--- src/rtl/glb_ld_dma_sched.sv ---
// rtl/glb_ld_dma_sched.sv - GLB load DMA scheduler: nested-loop read address generator with burst gaps and repeat.
module glb_ld_dma_sched #(
  parameter int GLB_ADDR_WIDTH      = 22,
  parameter int BANK_DATA_WIDTH     = 64,
  parameter int LOOP_LEVEL          = 3,
  parameter int MAX_NUM_WORDS_WIDTH = 16,
  parameter int MAX_STRIDE_WIDTH    = 16
) (
  input  logic                                        clk,
  input  logic                                        rst_n,
  input  logic [1:0]                                  mode,
  input  logic                                        start_pulse,
  input  logic [GLB_ADDR_WIDTH-1:0]                   hdr_start_addr,
  input  logic [LOOP_LEVEL*MAX_NUM_WORDS_WIDTH-1:0]   hdr_range,
  input  logic [LOOP_LEVEL*MAX_STRIDE_WIDTH-1:0]      hdr_stride,
  input  logic [MAX_NUM_WORDS_WIDTH-1:0]              hdr_num_active_words,
  input  logic [MAX_NUM_WORDS_WIDTH-1:0]              hdr_num_inactive_words,
  output logic                                        rdrq_rd_en,
  output logic [GLB_ADDR_WIDTH-1:0]                   rdrq_rd_addr,
  input  logic                                        rdrq_ready,
  input  logic [BANK_DATA_WIDTH-1:0]                  rdrs_rd_data,
  input  logic                                        rdrs_rd_data_valid,
  output logic [BANK_DATA_WIDTH-1:0]                  stream_data,
  output logic                                        stream_data_valid,
  output logic                                        busy,
  output logic                                        done_pulse
);
  localparam int MW = MAX_NUM_WORDS_WIDTH;
  localparam int SW = MAX_STRIDE_WIDTH;
  localparam int AW = GLB_ADDR_WIDTH;
  localparam int PW = MW + SW;
  localparam logic [MW-1:0] ONE_W = 1;
  localparam logic [1:0] MODE_OFF = 2'b00;
  localparam logic [1:0] MODE_REPEAT = 2'b10;

  typedef enum logic [1:0] {IDLE, RUN, GAP, DONE} state_t;

  state_t                  state_q, state_d;
  logic [1:0]              mode_q, mode_d;
  logic [AW-1:0]           start_q, start_d;
  logic [LOOP_LEVEL*MW-1:0] range_q, range_d;
  logic [LOOP_LEVEL*SW-1:0] stride_q, stride_d;
  logic [MW-1:0]           active_q, active_d;
  logic [MW-1:0]           inactive_q, inactive_d;
  logic [MW-1:0]           burst_q, burst_d;
  logic [MW-1:0]           gap_q, gap_d;
  logic [MW-1:0]           itr_q [LOOP_LEVEL];
  logic [MW-1:0]           itr_d [LOOP_LEVEL];
  logic [MW-1:0]           itr_inc [LOOP_LEVEL];
  logic                    rd_en_q, rd_en_d;
  logic [AW-1:0]           addr_q, addr_d;
  logic                    done_q, done_d;
  logic                    busy_q, busy_d;
  logic [BANK_DATA_WIDTH-1:0] sdata_q, sdata_d;
  logic                    svalid_q, svalid_d;

  logic                    last_q, zero_q, hdr_zero, carry;
  logic [MW-1:0]           rng;
  logic [PW-1:0]           prod;
  logic [AW-1:0]           addr_acc;

  // Iterator increment with cascading wrap, plus pass-end and empty-range detection.
  always_comb begin
    last_q   = 1'b1;
    zero_q   = 1'b0;
    hdr_zero = 1'b0;
    carry    = 1'b1;
    rng      = '0;
    for (int i = 0; i < LOOP_LEVEL; i++) begin
      rng = range_q[i*MW +: MW];
      if (itr_q[i] != rng - ONE_W) last_q = 1'b0;
      if (rng == '0) zero_q = 1'b1;
      if (hdr_range[i*MW +: MW] == '0) hdr_zero = 1'b1;
      itr_inc[i] = itr_q[i];
      if (carry) begin
        if (itr_q[i] == rng - ONE_W) begin
          itr_inc[i] = '0;
        end else begin
          itr_inc[i] = itr_q[i] + ONE_W;
          carry      = 1'b0;
        end
      end
    end
  end

  always_comb begin
    state_d    = state_q;
    mode_d     = mode_q;
    start_d    = start_q;
    range_d    = range_q;
    stride_d   = stride_q;
    active_d   = active_q;
    inactive_d = inactive_q;
    burst_d    = burst_q;
    gap_d      = gap_q;
    rd_en_d    = rd_en_q;
    done_d     = 1'b0;
    for (int i = 0; i < LOOP_LEVEL; i++) itr_d[i] = itr_q[i];

    case (state_q)
      IDLE: begin
        if (start_pulse && mode != MODE_OFF) begin
          mode_d     = mode;
          start_d    = hdr_start_addr;
          range_d    = hdr_range;
          stride_d   = hdr_stride;
          active_d   = hdr_num_active_words;
          inactive_d = hdr_num_inactive_words;
          for (int i = 0; i < LOOP_LEVEL; i++) itr_d[i] = '0;
          burst_d    = '0;
          state_d    = RUN;
          rd_en_d    = !hdr_zero;
        end
      end
      RUN: begin
        if (zero_q) begin
          state_d = DONE;
          done_d  = 1'b1;
          rd_en_d = 1'b0;
        end else if (rd_en_q && rdrq_ready) begin
          for (int i = 0; i < LOOP_LEVEL; i++) itr_d[i] = itr_inc[i];
          if (last_q) begin
            state_d = DONE;
            done_d  = 1'b1;
            rd_en_d = 1'b0;
          end else if (active_q != '0 && inactive_q != '0 && burst_q == active_q - ONE_W) begin
            state_d = GAP;
            gap_d   = '0;
            burst_d = '0;
            rd_en_d = 1'b0;
          end else begin
            burst_d = burst_q + ONE_W;
          end
        end
      end
      GAP: begin
        if (gap_q == inactive_q - ONE_W) begin
          state_d = RUN;
          rd_en_d = 1'b1;
          gap_d   = '0;
        end else begin
          gap_d = gap_q + ONE_W;
        end
      end
      DONE: begin
        // The live mode input can cancel a repeating schedule at the pass boundary.
        if (mode_q == MODE_REPEAT && mode != MODE_OFF) begin
          state_d = RUN;
          for (int i = 0; i < LOOP_LEVEL; i++) itr_d[i] = '0;
          burst_d = '0;
          rd_en_d = !zero_q;
        end else begin
          state_d = IDLE;
        end
      end
      default: state_d = IDLE;
    endcase

    addr_acc = start_d;
    prod     = '0;
    for (int i = 0; i < LOOP_LEVEL; i++) begin
      prod     = PW'(itr_d[i]) * PW'(stride_d[i*SW +: SW]);
      addr_acc = addr_acc + AW'(prod);
    end
    addr_d = addr_acc;

    busy_d   = (state_d != IDLE);
    svalid_d = rdrs_rd_data_valid;
    sdata_d  = rdrs_rd_data_valid ? rdrs_rd_data : sdata_q;
  end

  always_ff @(posedge clk) begin
    if (!rst_n) begin
      state_q    <= IDLE;
      mode_q     <= '0;
      start_q    <= '0;
      range_q    <= '0;
      stride_q   <= '0;
      active_q   <= '0;
      inactive_q <= '0;
      burst_q    <= '0;
      gap_q      <= '0;
      for (int i = 0; i < LOOP_LEVEL; i++) itr_q[i] <= '0;
      rd_en_q    <= 1'b0;
      addr_q     <= '0;
      done_q     <= 1'b0;
      busy_q     <= 1'b0;
      sdata_q    <= '0;
      svalid_q   <= 1'b0;
    end else begin
      state_q    <= state_d;
      mode_q     <= mode_d;
      start_q    <= start_d;
      range_q    <= range_d;
      stride_q   <= stride_d;
      active_q   <= active_d;
      inactive_q <= inactive_d;
      burst_q    <= burst_d;
      gap_q      <= gap_d;
      for (int i = 0; i < LOOP_LEVEL; i++) itr_q[i] <= itr_d[i];
      rd_en_q    <= rd_en_d;
      addr_q     <= addr_d;
      done_q     <= done_d;
      busy_q     <= busy_d;
      sdata_q    <= sdata_d;
      svalid_q   <= svalid_d;
    end
  end

  assign rdrq_rd_en        = rd_en_q;
  assign rdrq_rd_addr      = addr_q;
  assign done_pulse        = done_q;
  assign busy              = busy_q;
  assign stream_data       = sdata_q;
  assign stream_data_valid = svalid_q;
endmodule

--- config.mk ---
export PLATFORM = sky130hd
export DESIGN_NAME = glb_ld_dma_sched
export DESIGN_NICKNAME = d
export VERILOG_FILES = /design/src/rtl/glb_ld_dma_sched.sv
export SDC_FILE = /design/constraint.sdc
export NUM_CORES = 2
export LEC_CHECK = 0
export CORE_ASPECT_RATIO = 1.4
export CORE_MARGIN = 3
export CORE_UTILIZATION = 34
export DETAILED_ROUTE_END_ITERATION = 10
export GPL_TIMING_DRIVEN = 0
export PLACE_DENSITY = 0.64
export SLEW_MARGIN = 10
export SYNTH_ARGS = -nofsm -noshare
export SYNTH_HDL_FRONTEND = slang
export SYNTH_SLANG_ARGS = --single-unit
export TNS_END_PERCENT = 20
--- constraint.sdc ---
create_clock -name clk -period 13 [get_ports clk]
set_input_delay 2.6 -clock clk [delete_from_list [all_inputs] [get_ports clk]]
set_output_delay 2.6 -clock clk [all_outputs]
set_load 0.02 [all_outputs]
# --- Yosys cells after proc, flatten, opt, wreduce, memory -nomap -nowiden ---
# Memory sizes are Yosys's and may differ from the RTL's.
# Cells that the tools add are included.
totals:
  reg_bits: 276
  mem_bits_rw: 48
  inputBits: 221
  output_inout_bits: 90
  elab_cells: 144
  mem_count: 1
op_classes:
  n_addsub: 13
  mul: 3
  n_eq_ne: 21
  n_mux: 63
  n_bitwise: 3
  reduce_logical: 25
memory_table:
  columns: ["name", "words", "width", "read_ports", "rd_ports_with_merged_regs", "write_ports", "line_no", "source"]
  rows:
  - ["itr_q", 3, 16, 3, 0, 3, "47", "logic [MW-1:0] itr_q [LOOP_LEVEL];"]
op_table:
  columns: ["operator", "count"]
  rows:
  - ["$mux W16", 19]
  - ["$mux W48", 6]
  - ["$pmux W48 S3", 1]
  - ["$logic_not A16 Y1", 6]
  - ["$add A16 B1 Y16 const B", 5]
  - ["$eq A16 B16 Y1", 5]
  - ["$sub A16 B1 Y16 const B", 5]
  - ["$add A22 B22 Y22", 3]
  - ["$mul A16 B16 Y22", 3]
  - ["$ne A16 B16 Y1", 3]
  - ["$pmux W16 S3", 1]
  - ["$mux W22", 2]
  - ["$pmux W16 S2", 1]
  - ["$reduce_bool A16 Y1", 2]
  - ["$mux W1", 25]
  - ["$ne A2 B2 Y1 const B", 7]
  - ["$mux W2", 6]
  - ["$reduce_and A5 Y1", 2]
  - ["$pmux W2 S4", 1]
  - ["$eq A2 B2 Y1 const B", 3]
  - ["$reduce_and A6 Y1", 1]
  - ["$reduce_bool A2 Y1", 3]
  - ["$logic_and A1 B1 Y1", 5]
  - ["$ne A4 B4 Y1 const B", 1]
  - ["8 further kinds", 12]

# --- Logic depth before layout (Yosys ltp) ---
logic_depth:
  depth_word: 12
  ltp_mapped: 50
  mapped_depth_nobuf: 47

# --- Worst setup path before layout ---
# OpenSTA, ideal clock, no wires.
synth_timing:
  path_type: "input-to-reg"
  startpoint: "in mode[1]"
  endpoint: "reg addr_q[21] (netlist: rdrq_rd_addr[21])"
  setup_ns: 0.116
  t_arrival_ns: 12.568
  required_time_ns: 12.884
  slack_ns: 0.317
  cell_stages: 39
  n_path_buf: 6
  path_cell_list: "o21ai_0 > nor3_1 > clkbuf_1 > clkbuf_1 > buf_1 > clkbuf_1 > buf_1 > mux2i_1 > clkbuf_1 > nor2_1 > fa_1 > fa_1 > inv_1 > fa_1 > inv_1 > ha_1 > inv_1 > fa_1 > [3 not listed] > fa_1 > inv_1 > fa_1 > inv_1 > ha_1 > o21ai_0 > a21oi_1 > o21ai_0 > a21boi_0 > o21ai_0 > a21boi_0 > o21ai_0 > a21oi_1 > o41ai_1 > o21ai_0 > o41ai_1 > nand2_1 > and3b_1"
synth_via:
  elab_chain_cells: 8
  word_cells_on_any_way: 16
  cone_classes: "add/sub (3); mul (3); mux (7); reduce/logical (3)"
synth_lines:
  columns: ["item", "line_no", "source"]
  rows:
  - ["start, declared", "11", "input logic [1:0] mode,"]
  - ["$reduce_bool A2 Y1 (*)", "102, 147", null]
  - ["$logic_and A1 B1 Y1, on equally long branches", "147, 102", null]
  - ["$mux W48, on equally long branches", "147, 102", null]
  - ["$pmux W48 S3 / $mux W48 (equally long branches)", "100", "case (state_q)"]
  - ["$mul A16 B16 Y22", "162", "prod = PW'(itr_d[i]) * PW'(stride_d[i*SW +: SW]);"]
  - ["$add A22 B22 Y22 (2 in a row)", "163", "addr_acc = addr_acc + AW'(prod);"]
  - ["$add A22 B22 Y22 (*)", "163", null]
  - ["end signal, assigned", "202", "addr_q <= addr_d;"]
  - ["end, declared", "51", "logic [AW-1:0] addr_q, addr_d;"]
# Every way passes the cells marked *; elsewhere a longest branch is shown, timed or not.
# A chain may end at the register's enable or synchronous reset.

# --- Final worst setup path ---
layout_timing:
  startpoint: "in rdrq_ready"
  endpoint: "reg addr_q[21] (netlist: rdrq_rd_addr[21])"
layout_via:
  elab_chain_cells: 8
  word_cells_on_any_way: 10
  cone_classes: "add/sub (3); mul (3); mux (3); reduce/logical (1)"
layout_lines:
  columns: ["item", "line_no", "source"]
  rows:
  - ["start, declared", "20", "input logic rdrq_ready,"]
  - ["$logic_and A1 B1 Y1 (*)", "120", "end else if (rd_en_q && rdrq_ready) begin"]
  - ["$mux W48 (*)", "120", null]
  - ["$mux W48 (*)", "116", "if (zero_q) begin"]
  - ["$pmux W48 S3 (*)", "100", null]
  - ["$mul A16 B16 Y22", "162", null]
  - ["$add A22 B22 Y22 (2 in a row)", "163", null]
  - ["$add A22 B22 Y22 (*)", "163", null]
# Marks and branches as above.

==> summary.txt <==
Clock tree
  – Clock root buffer: clkbuf_16
  – Clock Tree Buf Depth: 3
  – CTS tree: yes
  – Clock slew seen by the registers of the worst setup and hold paths: approximately 0.06 ns
  – H-tree depth: 2
  – Clk_lat worst skew: 0.60 ns
  – CTS Buf Count: 39
  – CTS Hold Bufs: 0
  – Clock sink total: around 320

Floorplan
  – IO Pins: between 300 and 400
  – Core Area: 106000 sq um
  – Die width: 283 microns
  – DIE AREA: 111000 sq um
  – Initial core utilization: 0.344
  – Row count: 141
  – DIE HEIGHT: between 300 and 400 microns

Logic synthesis
  – Mean Syn Cell Area: 8.58 sq um
  – Ys flop type: dfxtp_1
  – Syn Nets: just over 5000
  – Post-Syn Instances: 4247
  – Number of synthesized flops with an enable pin: 0
  – Seq/Total Area, Yosys: 0.178
  – Unique masters post-synth: 87
  – Synth Warn #: 0
  – Asr flop ratio synth: 0
  – Register bit total from synthesis: 324
  – Cell Area, Synth: about 36000 sq um

Global route
  – Vias in the first global route: 31900
  – Largest net degree at the start of global routing: 18
  – Initial antenna violation count: 4
  – Gr usage total: 0.242
  – Total grt overflow: 0
  – Global-route wire length before repair: 200000 microns

Critical path
  – CP bufs+invs: 7
  – Delay of the slowest critical-path stage: 0.71 ns
  – Reg2reg setup slack: slightly below 0.7 ns
  – Maximum fanout along the worst path: 10
  – Reg2Reg Depth: 43
  – Worst Setup End Kind: flip-flop
  – Startpoint types: input port
  – Crit-path slowest cell: fa_1
  – Critical Path AT: 13.32 ns
  – Most frequent CP cell: fa_1
  – Critical R2R Capture: rdrq_rd_addr[21]
  – Critical path destination: rdrq_rd_addr[21]
  – Reg-to-reg startpoint: range_q[0]
  – Critical path origin: rdrq_ready
  – Worst path depth: 37
  – Delay-heaviest family, CP: adder cells
  – CP Class: input port to flip-flop
  – Worst EP required: between 10 and 15 ns

Job
  – Max cap viols: 0

Finish
  – Fraction of layout instances using a drive strength above 1: 0.0547
  – Final Cell Area: 43300 sq um
  – Most frequent cells in the layout: 682 x inv_1, 667 x nand2_1, 545 x fa_1
  – Most common cell after layout, fill and taps aside: inv_1
  – Layout area overhead: 18.8%
  – FILL cells: between 10000 and 15000
  – Final nets: 5559

Drt
  – Initial DRC count: 2074
  – DRC Markers: 0
  – Wire per inst: ~22 microns
  – Via-per-instance ratio: 5.08
  – Routed Antenna Nets: 0
  – Vias: 30900
  – Drt pass-1 iters: 5
  – Post-Route WL: 135000 microns

Timing
  – Final setup vio count: 0
  – Final Critical Period: roughly 13 ns
  – Hold_ws: roughly 0.47 ns
  – Final slew viol count: 0
  – Final Hold Viols: 0
  – RSZ-0062 raised after global routing: yes
  – Final Skew: 0.0264 ns
  – Worst-Margin Slew: 1.26 ns
  – Tcrit/Tclk final: 0.988
  – Fmax: 0.0779 GHz
  – Slew headroom: 0.133

Place
  – Number of port buffers: 308
  – RePlAce Congestion: around 1
  – Placed inst area: 41400 sq um
  – Final HPWL DP: between 100000 and 150000 microns

Min path
  – Worst hold-check path type: flip-flop to flip-flop

Pwr
  – PD cells: 86.2 nW/um^2
  – Cell leakage power: approximately 19 nW
  – Max VDD drop: 0.0799 mV

Outcome
  – Status: finished clean
final cells by class:
class                   count  area (sq um)  area share
well taps                1430          1790      0.0413
diodes                      2          5.00    0.000116
flip-flops and latches    324          6490       0.150
repair buffers            334          3290      0.0760
clock buffers              55          1150      0.0265
inverters                 682          2560      0.0591
plain buffers             169           773      0.0179
clock inverters            16           191     0.00442
multi-input cells        3065         27000       0.625
Yosys cell counts, types with 8 or more instances:
cell | count | area, sq um
or3_1 | 13 | 81.3
xor2_1 | 55 | 482
nor4b_1 | 10 | 87.6
nand2b_1 | 42 | 263
nand4_1 | 29 | 181
xnor2_1 | 129 | 1130
a21boi_0 | 90 | 676
o21a_1 | 8 | 60.1
or4_1 | 13 | 97.6
nand2_1 | 668 | 2510
a22oi_1 | 8 | 60.1
inv_1 | 682 | 2560
nor3_1 | 43 | 215
fa_1 | 546 | 10900
or2_2 | 28 | 175
nor4_1 | 26 | 163
a31oi_1 | 22 | 138
nor2_1 | 364 | 1370
clkbuf_1 | 154 | 578
and2_1 | 171 | 1070
nor2b_1 | 110 | 688
mux2i_1 | 127 | 1270
buf_1 | 14 | 52.6
a21o_1 | 19 | 143
dfxtp_1 | 324 | 6490
o21ai_0 | 64 | 320
nand3_1 | 50 | 250
and3_1 | 26 | 163
nor3b_1 | 16 | 120
ha_1 | 177 | 2210
xnor3_1 | 8 | 180
o211ai_1 | 13 | 97.6
and4_1 | 14 | 123
a21oi_1 | 51 | 255
logic make-up (layout without fill, tap and decap cells):
kind of cell / Yosys count / after routing / synth area share
muxes: 132 / 132 / 0.0365
AOI/OAI and AO/OA: 364 / 364 / 0.0698
buffers and inverters: 858 / 1256 / 0.0887
and+or+nand+nor: 1653 / 1653 / 0.216
xor gates and xnor gates: 193 / 193 / 0.0498
adders and majority gates: 723 / 723 / 0.361
other: 0 / 2 / 0
DFF: 324 / 324 / 0.178
where the power goes:
group | leakage (nW) | internal [mW] | switching [mW]
registers | 2.65 | 1.07 | 0.0651
clock network | 0.659 | 0.680 | 0.497
logic | 15.5 | 0.492 | 0.921
how the worst min path moves through the flow:
| stage | startpoint | endpoint | slack (ns) | cells after the start |
|---|---|---|---|---|
| 6_report | mode_q[0] | mode_q[0] | 0.47 | 2 |
| 3_3_place_gp | mode_q[0] | mode_q[0] | 0.45 | 2 |
| 3_5_place_dp | mode_q[0] | mode_q[0] | 0.45 | 2 |
| 5_1_grt | mode_q[0] | mode_q[0] | 0.51 | 2 |
| 2_1_floorplan | mode_q[0] | mode_q[0] | 0.44 | 2 |
| 4_1_cts | mode_q[0] | mode_q[0] | 0.47 | 2 |
flip-flops by register name, summed over array words and instances, names as in the netlist, 16 cells and up:
signal,cells
burst_q,16
active_q,16
inactive_q,16
stream_data,64
rdrq_rd_addr,22
gap_q,16
start_q,22
stride_q,48
itr_q,48
range_q,48
metrics by stage:
| step | util | TNS (ns) | setup WS [ns] | total power, mW | std cells |
|---|---|---|---|---|---|
| after detailed placement | 0.390 | -60.61 | -5.05 | 2.51 | 5992 |
| after floorplan | - | 0 | 0.317 | 1.96 | 4247 |
| after CTS | 0.406 | 0 | 0.00173 | 3.73 | 6063 |
| after global routing | 0.408 | -0.0208 | -0.0208 | 3.90 | 6075 |
| final | 0.408 | 0 | 0.162 | 3.73 | 6077 |
| after global placement | 0.390 | -59.36 | -4.85 | 2.50 | 5985 |
worst reg2reg max path: cells and delay by family, from the launching register on:
family	cells	cell delay [ns]
compound gates	14	2.74
fa+ha+maj	11	5.05
simple gates	9	2.64
buf+inv	9	1.44
flops	1	0.31
metal layers:
layer | wire length, microns | GRT usage | vias to the layer above
met5 | 13 | 0 | -
met4 | 12200 | 0.175 | 2
met3 | 9220 | 0.0388 | 405
met2 | 65600 | 0.417 | 1312
met1 | 48000 | 0.267 | 15200
li1 | - | - | 14000
timing repair:
action                                  4_1_cts  5_1_grt
gates resized for setup                     120       51
pin swaps                                     3        8
endpoints found under the hold margin         0        0
buffers inserted                              4       15
endpoints found under the setup margin       18        7
Note: power is estimated with default switching activity, not from simulation.
